[src/rtl/display_pkg.sv]
// Shared definitions for the RTC-to-VGA digit display path: FSM encoding,
// register-file entry indices and the BCD blanking value.
package display_pkg;

  localparam int N_REG_DEF = 9;

  // Byte shown in place of a corrupted BCD entry.
  localparam logic [7:0] BCD_BLANK = 8'h00;

  // FSM encoding
  localparam logic [1:0] ST_IDLE     = 2'd0;
  localparam logic [1:0] ST_PRESENTA = 2'd1;
  localparam logic [1:0] ST_STROBE   = 2'd2;
  localparam logic [1:0] ST_ESPERA   = 2'd3;

  typedef enum logic [1:0] {
    IDLE     = ST_IDLE,
    PRESENTA = ST_PRESENTA,
    STROBE   = ST_STROBE,
    ESPERA   = ST_ESPERA
  } state_t;

  // Entry positions inside DATOS_IN / POSICION
  localparam int IDX_SEG    = 0;
  localparam int IDX_MIN    = 1;
  localparam int IDX_HORA   = 2;
  localparam int IDX_DIA    = 3;
  localparam int IDX_MES    = 4;
  localparam int IDX_ANIO   = 5;
  localparam int IDX_CSEG   = 6;
  localparam int IDX_CMIN   = 7;
  localparam int IDX_CHORA  = 8;

  // True when a nibble is a legal decimal digit.
  function automatic logic is_bcd_digit(input logic [3:0] nib);
    return (nib <= 4'd9);
  endfunction

endpackage

[src/rtl/rtc_display_feeder_if.sv]
// Digit-display write port: byte, position and a one-cycle write strobe.
interface rtc_display_feeder_if;
  logic [7:0] DIR_DATO;
  logic [3:0] POSICION;
  logic       RD;

  modport master (output DIR_DATO, output POSICION, output RD);
  modport slave  (input  DIR_DATO, input  POSICION, input  RD);
endinterface

[src/rtl/bcd_check.sv]
// Combinational packed-BCD validator: flags a byte with any nibble above 9
// and substitutes the blank value for it.
module bcd_check
  import display_pkg::*;
(
  input  logic [7:0] din,
  output logic       valid,
  output logic [7:0] dout
);

  assign valid = is_bcd_digit(din[7:4]) && is_bcd_digit(din[3:0]);
  assign dout  = valid ? din : BCD_BLANK;

endmodule

[src/rtl/rtc_display_feeder.sv]
// Snapshots the BCD time/date/chronometer bytes at each V_Sync falling edge
// and replays them to the display one entry at a time, so the visible digits
// only change during vertical blanking.
module rtc_display_feeder
  import display_pkg::*;
#(
  parameter int N_REG = N_REG_DEF,
  parameter int GAP   = 2
) (
  input  logic                 reloj,
  input  logic                 resetM,
  input  logic                 V_Sync,
  input  logic                 ENABLE,
  input  logic [8*N_REG-1:0]   DATOS_IN,
  rtc_display_feeder_if.master disp,
  output logic                 OCUPADO,
  output logic                 ERROR_BCD,
  output logic                 OVERRUN
);

  localparam int GW = (GAP > 1) ? $clog2(GAP) : 1;
  localparam logic [3:0]    K_LAST   = 4'(N_REG - 1);
  localparam logic [GW-1:0] GAP_LOAD = GW'(GAP - 1);

  // Snapshot is sized for the largest legal N_REG; unused slots stay zero.
  logic [7:0]    snap_reg [16];
  logic          load_snap;

  logic          vs_q;
  logic          frame_edge;

  state_t        state_reg, state_next;
  logic [3:0]    k_reg, k_next;
  logic [3:0]    k_inc;
  logic [GW-1:0] gap_reg, gap_next;

  // Set when the FSM enters PRESENTA next cycle; the output byte is
  // registered at that transition so it is valid throughout PRESENTA.
  logic          present;
  logic [7:0]    chk_in;
  logic          chk_valid;
  logic [7:0]    chk_data;

  logic [7:0]    dir_reg;
  logic [3:0]    pos_reg;
  logic          rd_reg;
  logic          ocu_reg;
  logic          err_reg;
  logic          ovr_reg;

  assign frame_edge = vs_q & ~V_Sync;
  assign k_inc      = k_reg + 4'd1;

  // Per-entry snapshot registers, loaded together at the frame edge
  generate
    for (genvar gi = 0; gi < 16; gi++) begin : g_snap
      if (gi < N_REG) begin : g_used
        always_ff @(posedge reloj) begin
          if (resetM) begin
            snap_reg[gi] <= 8'h00;
          end else if (load_snap) begin
            snap_reg[gi] <= DATOS_IN[8*gi +: 8];
          end
        end
      end else begin : g_unused
        always_ff @(posedge reloj) begin
          snap_reg[gi] <= 8'h00;
        end
      end
    end
  endgenerate

  bcd_check u_bcd_check (
    .din   (chk_in),
    .valid (chk_valid),
    .dout  (chk_data)
  );

  // Next-state logic and selection of the byte about to be presented
  always_comb begin
    state_next = state_reg;
    k_next     = k_reg;
    gap_next   = gap_reg;
    load_snap  = 1'b0;
    present    = 1'b0;
    chk_in     = snap_reg[k_reg];

    unique case (state_reg)
      IDLE: begin
        if (frame_edge && ENABLE) begin
          load_snap  = 1'b1;
          present    = 1'b1;
          k_next     = 4'd0;
          // Snapshot is not loaded yet, so entry 0 comes straight from the input.
          chk_in     = DATOS_IN[7:0];
          state_next = PRESENTA;
        end
      end
      PRESENTA: begin
        state_next = STROBE;
      end
      STROBE: begin
        gap_next   = GAP_LOAD;
        state_next = ESPERA;
      end
      ESPERA: begin
        if (gap_reg == '0) begin
          if (k_reg == K_LAST) begin
            state_next = IDLE;
          end else begin
            k_next     = k_inc;
            present    = 1'b1;
            chk_in     = snap_reg[k_inc];
            state_next = PRESENTA;
          end
        end else begin
          gap_next = gap_reg - GW'(1);
        end
      end
      default: begin
        state_next = IDLE;
      end
    endcase
  end

  // State, counters and V_Sync delay register
  always_ff @(posedge reloj) begin
    if (resetM) begin
      state_reg <= IDLE;
      k_reg     <= 4'd0;
      gap_reg   <= '0;
      vs_q      <= 1'b1;
    end else begin
      state_reg <= state_next;
      k_reg     <= k_next;
      gap_reg   <= gap_next;
      vs_q      <= V_Sync;
    end
  end

  // Registered outputs, all derived from the upcoming state
  always_ff @(posedge reloj) begin
    if (resetM) begin
      dir_reg <= 8'h00;
      pos_reg <= 4'd0;
      rd_reg  <= 1'b0;
      ocu_reg <= 1'b0;
      err_reg <= 1'b0;
      ovr_reg <= 1'b0;
    end else begin
      rd_reg  <= (state_reg == PRESENTA);
      ocu_reg <= (state_next != IDLE);
      ovr_reg <= frame_edge && (state_reg != IDLE);
      if (present) begin
        dir_reg <= chk_data;
        pos_reg <= k_next;
      end
      if (load_snap) begin
        err_reg <= ~chk_valid;
      end else if (present && !chk_valid) begin
        err_reg <= 1'b1;
      end
    end
  end

  assign disp.DIR_DATO = dir_reg;
  assign disp.POSICION = pos_reg;
  assign disp.RD       = rd_reg;
  assign OCUPADO       = ocu_reg;
  assign ERROR_BCD     = err_reg;
  assign OVERRUN       = ovr_reg;

endmodule

[src/flat_wrapper.sv]
// flat-port wrapper written by rule: the top's interface ports become plain ports
module rtc_display_feeder_flat import display_pkg::*;
#(
  parameter int N_REG = N_REG_DEF,
  parameter int GAP   = 2
)
  (reloj, resetM, V_Sync, ENABLE, DATOS_IN, OCUPADO, ERROR_BCD, OVERRUN, disp_DIR_DATO, disp_POSICION, disp_RD);
  rtc_display_feeder_if disp_i ();
  input  logic reloj;
  input  logic resetM;
  input  logic V_Sync;
  input  logic ENABLE;
  input  logic [8*N_REG-1:0] DATOS_IN;
  output logic OCUPADO;
  output logic ERROR_BCD;
  output logic OVERRUN;
  output wire logic [$bits(disp_i.DIR_DATO)-1:0] disp_DIR_DATO;
  output wire logic [$bits(disp_i.POSICION)-1:0] disp_POSICION;
  output wire logic [$bits(disp_i.RD)-1:0] disp_RD;
  assign disp_DIR_DATO = disp_i.DIR_DATO;
  assign disp_POSICION = disp_i.POSICION;
  assign disp_RD = disp_i.RD;
  rtc_display_feeder #(.N_REG(N_REG), .GAP(GAP)) u_core (.reloj(reloj), .resetM(resetM), .V_Sync(V_Sync), .ENABLE(ENABLE), .DATOS_IN(DATOS_IN), .disp(disp_i), .OCUPADO(OCUPADO), .ERROR_BCD(ERROR_BCD), .OVERRUN(OVERRUN));
endmodule
[config.mk]
export PLATFORM = sky130hd
export DESIGN_NAME = rtc_display_feeder_flat
export DESIGN_NICKNAME = d
export VERILOG_FILES = /design/src/rtl/display_pkg.sv /design/src/rtl/rtc_display_feeder_if.sv /design/src/rtl/bcd_check.sv /design/src/rtl/rtc_display_feeder.sv /design/src/flat_wrapper.sv
export SDC_FILE = /design/constraint.sdc
export NUM_CORES = 1
export LEC_CHECK = 0
export ABC_AREA = 1
export BUFFER_PORTS_ARGS = -buffer_cell sky130_fd_sc_hd__buf_2
export CORE_MARGIN = 2
export CORE_UTILIZATION = 33
export DETAILED_ROUTE_END_ITERATION = 16
export PLACE_DENSITY = 0.63
export SLEW_MARGIN = 5
export SYNTH_ARGS = -nofsm -noshare
export SYNTH_HDL_FRONTEND = slang
export SYNTH_SLANG_ARGS = --single-unit
[constraint.sdc]
create_clock -name reloj -period 3.1 [get_ports reloj]
set_input_delay 0.31 -clock reloj [delete_from_list [all_inputs] [get_ports reloj]]
set_output_delay 0.31 -clock reloj [all_outputs]
set_load 0.02 [all_outputs]
==> results of run 1 <==
cell type report:
cell class,count,share of cell area (%)
inverters,148,8.37
flip-flops and latches,96,39.7
multi-input cells,469,34.6
clock inverters,7,1.28
clock buffers,9,3.38
well taps,225,4.22
repair buffers,102,8.45
Yosys cell counts (all sizes together):
cell / number
a211o: 1
a21oi: 37
a22oi: 1
a31oi: 1
buf: 26
clkbuf: 11
clkinv: 1
dfxtp: 24
edfxtp: 72
ha: 6
inv: 147
nand2: 157
nand3: 94
nand4: 1
nor2: 103
nor3: 1
o211ai: 22
o21ai: 41
o221ai: 1
o22ai: 1
o31ai: 1
xnor2: 1
worst max-delay path, stage by stage (launching register included):
cell     delay [ns]
dfxtp_1        0.38
inv_1          0.10
ha_1           0.23
inv_1          0.16
nor2_4         0.10
inv_1          0.14
nor2_2         0.07
nor2_1         0.62
inv_1          0.36
o21ai_0        0.28
a21oi_2        0.04
metal layers:
metal | wire length [um] | track usage (%)
met3 | 650 | 2.95
met1 | 6510 | 21.0
met5 | 0 | 0
met4 | 267 | 6.02
met2 | 6860 | 27.9
worst max path at each step:
stage                              startpoint                      end  slack (ns)  depth (start not counted)
after floorplan           u_core.state_reg[0]    u_core.snap_reg[0][0]        0.15                          6
after global placement    u_core.state_reg[0]  u_core.disp.DIR_DATO[3]        0.58                         12
after detailed placement  u_core.state_reg[0]  u_core.disp.DIR_DATO[4]        0.50                         10
after CTS                 u_core.state_reg[0]  u_core.disp.DIR_DATO[4]        0.48                         10
after global routing      u_core.state_reg[0]  u_core.disp.POSICION[3]        0.18                         10
final                     u_core.state_reg[0]  u_core.disp.DIR_DATO[4]        0.50                         10
power by group through the flow:
stage	Clock, mW	Combinational (mW)	Sequential [mW]
after floorplan	0	0.250	1.54
after global placement	0	0.392	1.54
after detailed placement	0	0.395	1.54
after CTS	1.19	0.397	1.51
after global routing	1.25	0.445	1.52
final	1.16	0.392	1.51
kinds of logic after synthesis:
family | count (synthesis)
XOR/XNOR | 1
AND/OR/NAND/NOR | 356
flip-flops | 96
buffers and inverters | 185
AO/OA/AOI/OAI | 106
adder cells (fa/ha/maj) | 6
stage by stage:
stage,utilization [%],area [um^2],setup slack [ns],hold slack [ns]
2_1_floorplan,-,5740,0.153,0.425
3_3_place_gp,37.0,6350,0.576,0.471
3_5_place_dp,37.0,6350,0.498,0.470
4_1_cts,38.8,6670,0.482,0.158
5_1_grt,38.8,6670,0.182,0.179
6_report,38.8,6670,0.502,0.170
==> metrics.md, run 1 <==
| Metric | Value |
|---|---|
| Share of post-route cells with drive strength above 1 | `19.5%` |
| IO Port Bufs | `91` |
| PostCTS Resize Cnt | `0` |
| Post-synthesis average cell area | `7.66 um^2` |
| Endpoints failing hold | `0` |
| Mux cell area share after synthesis | `0%` |
| WL/cell | `13.5 um` |
| Logic pwr share | `12.8%` |
| Initial DRT Pass Iterations | `4` |
| R2R depth | `10` |
| Final setup skew | `0.00468 ns` |
| Final #Nets | `908` |
| #FFs+latches synth | `96` |
| Min-Delay Startpoint | `V_Sync` |
| Power Density | `460 nW/um^2` |
| Slew headroom | `45.9%` |
| Final Setup Violations | `0` |
| Max Freq | `385 MHz` |
| Most frequent cells in the layout | `nand2_1 (145), inv_1 (139), nor2_1 (99), buf_2 (91), nand3_1 (83)` |
| Die Y | `136 um` |
| Status | `finished, final reports clean` |
| Worst flop-to-flop path endpoint | `u_core.disp.DIR_DATO[4]` |
| Clk buf depth | `2` |
| Synth Area in Compound Gates | `11.0%` |
| Maximum number of pins on one net before global-route repair | `66` |
| Max cap viols | `0` |
| Synth Area in Simple Gates | `27.7%` |
| CTS tree | `yes` |
| Rows | `48` |
| Core area | `17200 um^2` |
| Top area cells in the synthesized netlist | `edfxtp_1 (38%), nand2_1 (9.6%), inv_1 (9.1%), dfxtp_1 (8.4%), nand3_1 (7.2%)` |
| Crit share post-route | `83.8%` |
| Internal | `2.25 mW` |
| Hold EP | `u_core.vs_q` |
| Worst Tran Pin Value | `0.809 ns` |
| Layout area overhead | `16.1%` |
| Crit end category | `flip-flop` |
| Unique masters post-synth | `36` |
| Initial antenna violation count | `0` |
| Worst EP arrival | `2.84 ns` |
| Wirelength, routed | `14300 um` |
| Clock power share | `37.9%` |
| First-pass GRT wire length | `23500 um` |
| Largest family of logic cells by synthesized area | `simple AND/OR/NAND/NOR gates` |
| ANT cells | `0` |
| TritonCTS Buffers | `9` |
| H-tree levels | `3` |
| Via count | `4886` |
| RSZ-0062 raised after global routing | `false` |
| Tmin final | `2.60 ns` |
| CTS root buffer | `clkbuf_16` |
| CTS Sinks | `96` |
| Gate Count Post-Synth | `750` |
| Worst path required time | `3.34 ns` |
| CTS Hold Bufs | `0` |
| Clock Latency Late Sink | `0.36 ns` |
| Post-Syn Nets | `832` |
| Mapped cell area | `5740 um^2` |
| Vias in the first global route | `4824` |
| Clock transition at path regs | `0.07 ns` |
| Setup Crit Path Kind | `flip-flop to flip-flop` |
| Fin Setup TNS | `0 ns` |
| Area share of fa/ha/maj cells after synthesis | `1.31%` |
| DRC viols | `0` |
| Most common cell after layout, fill and taps aside | `nand2_1` |
| Tot GR Track Use | `16.4%` |
| Starting DRT DRC Count | `392` |
| Grt ovf | `0` |
| Multi-input logic area | `2310 um^2` |
| Sw frac | `26.6%` |
| Register area share after synthesis | `46.0%` |
| Sequential cell area | `2640 um^2` |
| Fin cells | `1056` |
| Synth warn | `0` |
| Peak VDD IR | `0.249 mV` |
| Post-synthesis xor/xnor area fraction | `0.153%` |
| Max reg flops | `72` |
| Filler cells | `1853` |
| Vias per std cell | `4.63` |
| Slew Viols, Final | `0` |
| Net Switching | `815 uW` |
| Hold depth | `3` |
| Full die area | `18500 um^2` |
| Setup Buffers After CTS | `0` |
| Placed instance count | `1040` |
| Remaining antenna violation count | `0` |
| Area leader, netlist | `edfxtp_1` |
| Io pins | `92` |
| Leak | `3.15 nW` |
| Routability congestion estimate from global placement | `0.847` |
| Critical path peak fanout | `13` |
| PnR Total Power | `3.07 mW` |
| Crit path launch type | `flip-flop` |
| Flop-to-flop setup slack | `0.50 ns` |
| Share of the synthesized area in the top cell type | `37.7%` |
| Die Wd | `136 um` |
| Seq pwr share | `49.3%` |
| Initial Util | `33.4%` |
| HPWL Detailed | `10500 um` |
| Min-Delay Path Class | `primary input to flip-flop` |
| Reg2Reg Launch Point | `u_core.state_reg[0]` |
Note: power is estimated with default switching activity, not from simulation.
==> run 2: changes to the inputs <==
--- a/config.mk
+++ b/config.mk
@@ -10,7 +10,7 @@
 export CORE_MARGIN = 2
 export CORE_UTILIZATION = 33
 export DETAILED_ROUTE_END_ITERATION = 16
-export PLACE_DENSITY = 0.63
+export PLACE_DENSITY = 0.61
 export SLEW_MARGIN = 5
 export SYNTH_ARGS = -nofsm -noshare
 export SYNTH_HDL_FRONTEND = slang
==> constraint.sdc (replaced) <==
create_clock -name reloj -period 2.6 [get_ports reloj]
set_input_delay 0.26 -clock reloj [delete_from_list [all_inputs] [get_ports reloj]]
set_output_delay 0.26 -clock reloj [all_outputs]
set_load 0.02 [all_outputs]
==> metrics.md, run 2 (synthesized netlist as in run 1, its figures left out) <==
| Metric | Value |
|---|---|
| Status | `finished, final reports clean` |
| Peak VDD IR | `0.323 mV` |
| Final setup skew | `0.00732 ns` |
| Worst path required time | `2.85 ns` |
| Setup Buffers After CTS | `0` |
| Most frequent cells in the layout | `nand2_1 (145), inv_1 (139), nor2_1 (99), buf_2 (91), nand3_1 (83)` |
| CTS Sinks | `96` |
| CTS tree | `yes` |
| CP bufs+invs | `2` |
| Vias per std cell | `4.69` |
| CTS root buffer | `clkbuf_16` |
| Maximum number of pins on one net before global-route repair | `73` |
| Die Wd | `136 um` |
| Crit end category | `flip-flop` |
| PnR Total Power | `3.85 mW` |
| Share of post-route cells with drive strength above 1 | `20.0%` |
| H-tree levels | `3` |
| Slew Viols, Final | `0` |
| Core area | `17200 um^2` |
| Setup Crit Path Kind | `flip-flop to flip-flop` |
| DRC viols | `0` |
| First-pass GRT wire length | `23800 um` |
| CP max-delay cell | `dfxtp_2` |
| Full die area | `18500 um^2` |
| Clock transition at path regs | `0.07 ns` |
| Crit-path leading delay family | `simple AND/OR/NAND/NOR gates` |
| Die Y | `136 um` |
| Layout area overhead | `17.6%` |
| Tmin final | `2.24 ns` |
| Crit-path cells | `buf_4 > ha_1 > xnor2_1 > buf_4 > nand3_1 > nand3_1 > nand2_1 > nand2_1 > nand3_1 > nand2_1 > nand2_4 > nand2_8 > nand2_1 > nand2_1 > nand2_1` |
| Fin cells | `1061` |
| PostCTS Resize Cnt | `0` |
| Most common cell after layout, fill and taps aside | `nand2_1` |
| Wirelength, routed | `14800 um` |
| RSZ-0062 raised after global routing | `false` |
| Initial antenna violation count | `0` |
| Crit path launch type | `flip-flop` |
| Min-Delay Path Class | `primary input to flip-flop` |
| Remaining antenna violation count | `0` |
| Clk buf depth | `2` |
| ANT cells | `0` |
| Io pins | `92` |
| Critical path peak fanout | `20` |
| Final #Nets | `913` |
| Clock Latency Late Sink | `0.36 ns` |
| Max reg flops | `72` |
| Max cap viols | `0` |
| Slew headroom | `59.7%` |
| Placed instance count | `1045` |
| Worst Tran Pin Value | `0.605 ns` |
| Worst EP arrival | `2.50 ns` |
| IO Port Bufs | `91` |
| Final Setup Violations | `0` |
| Fin Setup TNS | `0 ns` |
| TritonCTS Buffers | `9` |
| WL/cell | `13.9 um` |
| Starting DRT DRC Count | `351` |
| Slowest stage delay, CP | `0.34 ns` |
| Vias in the first global route | `4877` |
| Tot GR Track Use | `16.7%` |
| Initial Util | `33.4%` |
| Leak | `3.20 nW` |
| Routability congestion estimate from global placement | `0.883` |
| HPWL Detailed | `10700 um` |
| Grt ovf | `0` |
| Via count | `4978` |
| Critical Path Most Common Cell | `nand2_1` |
| Crit share post-route | `86.3%` |
| Rows | `48` |
| CTS Hold Bufs | `0` |
| Max Freq | `446 MHz` |
| Power Density | `569 nW/um^2` |
| Initial DRT Pass Iterations | `5` |
| Endpoints failing hold | `0` |
-- run 2: cell types whose count changed in the layout (fill, tap and decap cells not counted) --
cell        change
buf_4           +4
buf_12          +1
bufinv_16       +2
clkinvlp_4      -1
inv_8           -2
inv_6           +1
-- run 2: worst register-to-register path, cell delays in order (launching register included) --
cell and delay (ns):
dfxtp_2 0.34, buf_4 0.20, ha_1 0.22, xnor2_1 0.21
buf_4 0.25, nand3_1 0.10, nand3_1 0.10, nand2_1 0.06
nand2_1 0.08, nand3_1 0.07, nand2_1 0.15, nand2_4 0.09
nand2_8 0.11, nand2_1 0.06, nand2_1 0.05, nand2_1 0.04
-- run 2: where the power goes --
part | internal, mW | switching (mW) | total, mW
logic | 0.173 | 0.309 | 0.482
clock network | 0.950 | 0.614 | 1.56
registers | 1.75 | 0.0485 | 1.80
total | 2.87 | 0.972 | 3.85
-- run 2: per-layer routing --
layer  global-route usage, %  wire length [um]  up-vias
li1                        -                 -     2549
met1                    21.3              6710     2282
met2                    28.3              7090      123
met3                    3.02               654       24
met4                    6.48               304        0
met5                       0                 0        -
-- run 2: path summary, 6_finish.rpt --
check | startpoint | end | slack, ns | cells after the start
max | u_core.k_reg[0] | u_core.ERROR_BCD | 0.36 | 15
min | V_Sync | u_core.vs_q | 0.11 | 3
max reg2reg | u_core.k_reg[0] | u_core.ERROR_BCD | 0.36 | 15
min reg2reg | u_core.vs_q | u_core.OVERRUN | 0.45 | 2
-- run 2: metrics by stage --
step / hold slack [ns] / setup WS (ns) / utilization [%] / area [um^2]
finish: 0.111 / 0.356 / 39.3 / 6750
global route: 0.133 / 0.0981 / 39.3 / 6750
CTS: 0.0989 / 0.357 / 39.3 / 6750
detailed placement: 0.441 / 0.380 / 37.3 / 6400
global placement: 0.435 / 0.412 / 37.3 / 6400
floorplan: 0.377 / 0.248 / - / 5740
-- run 2: cell type report --
class	count	area (um^2)
fillers	1842	10400
clock buffers	9	225
repair buffers	107	613
flip-flops and latches	96	2640
well taps	225	282
inverters	148	558
clock inverters	7	124
multi-input cells	469	2310
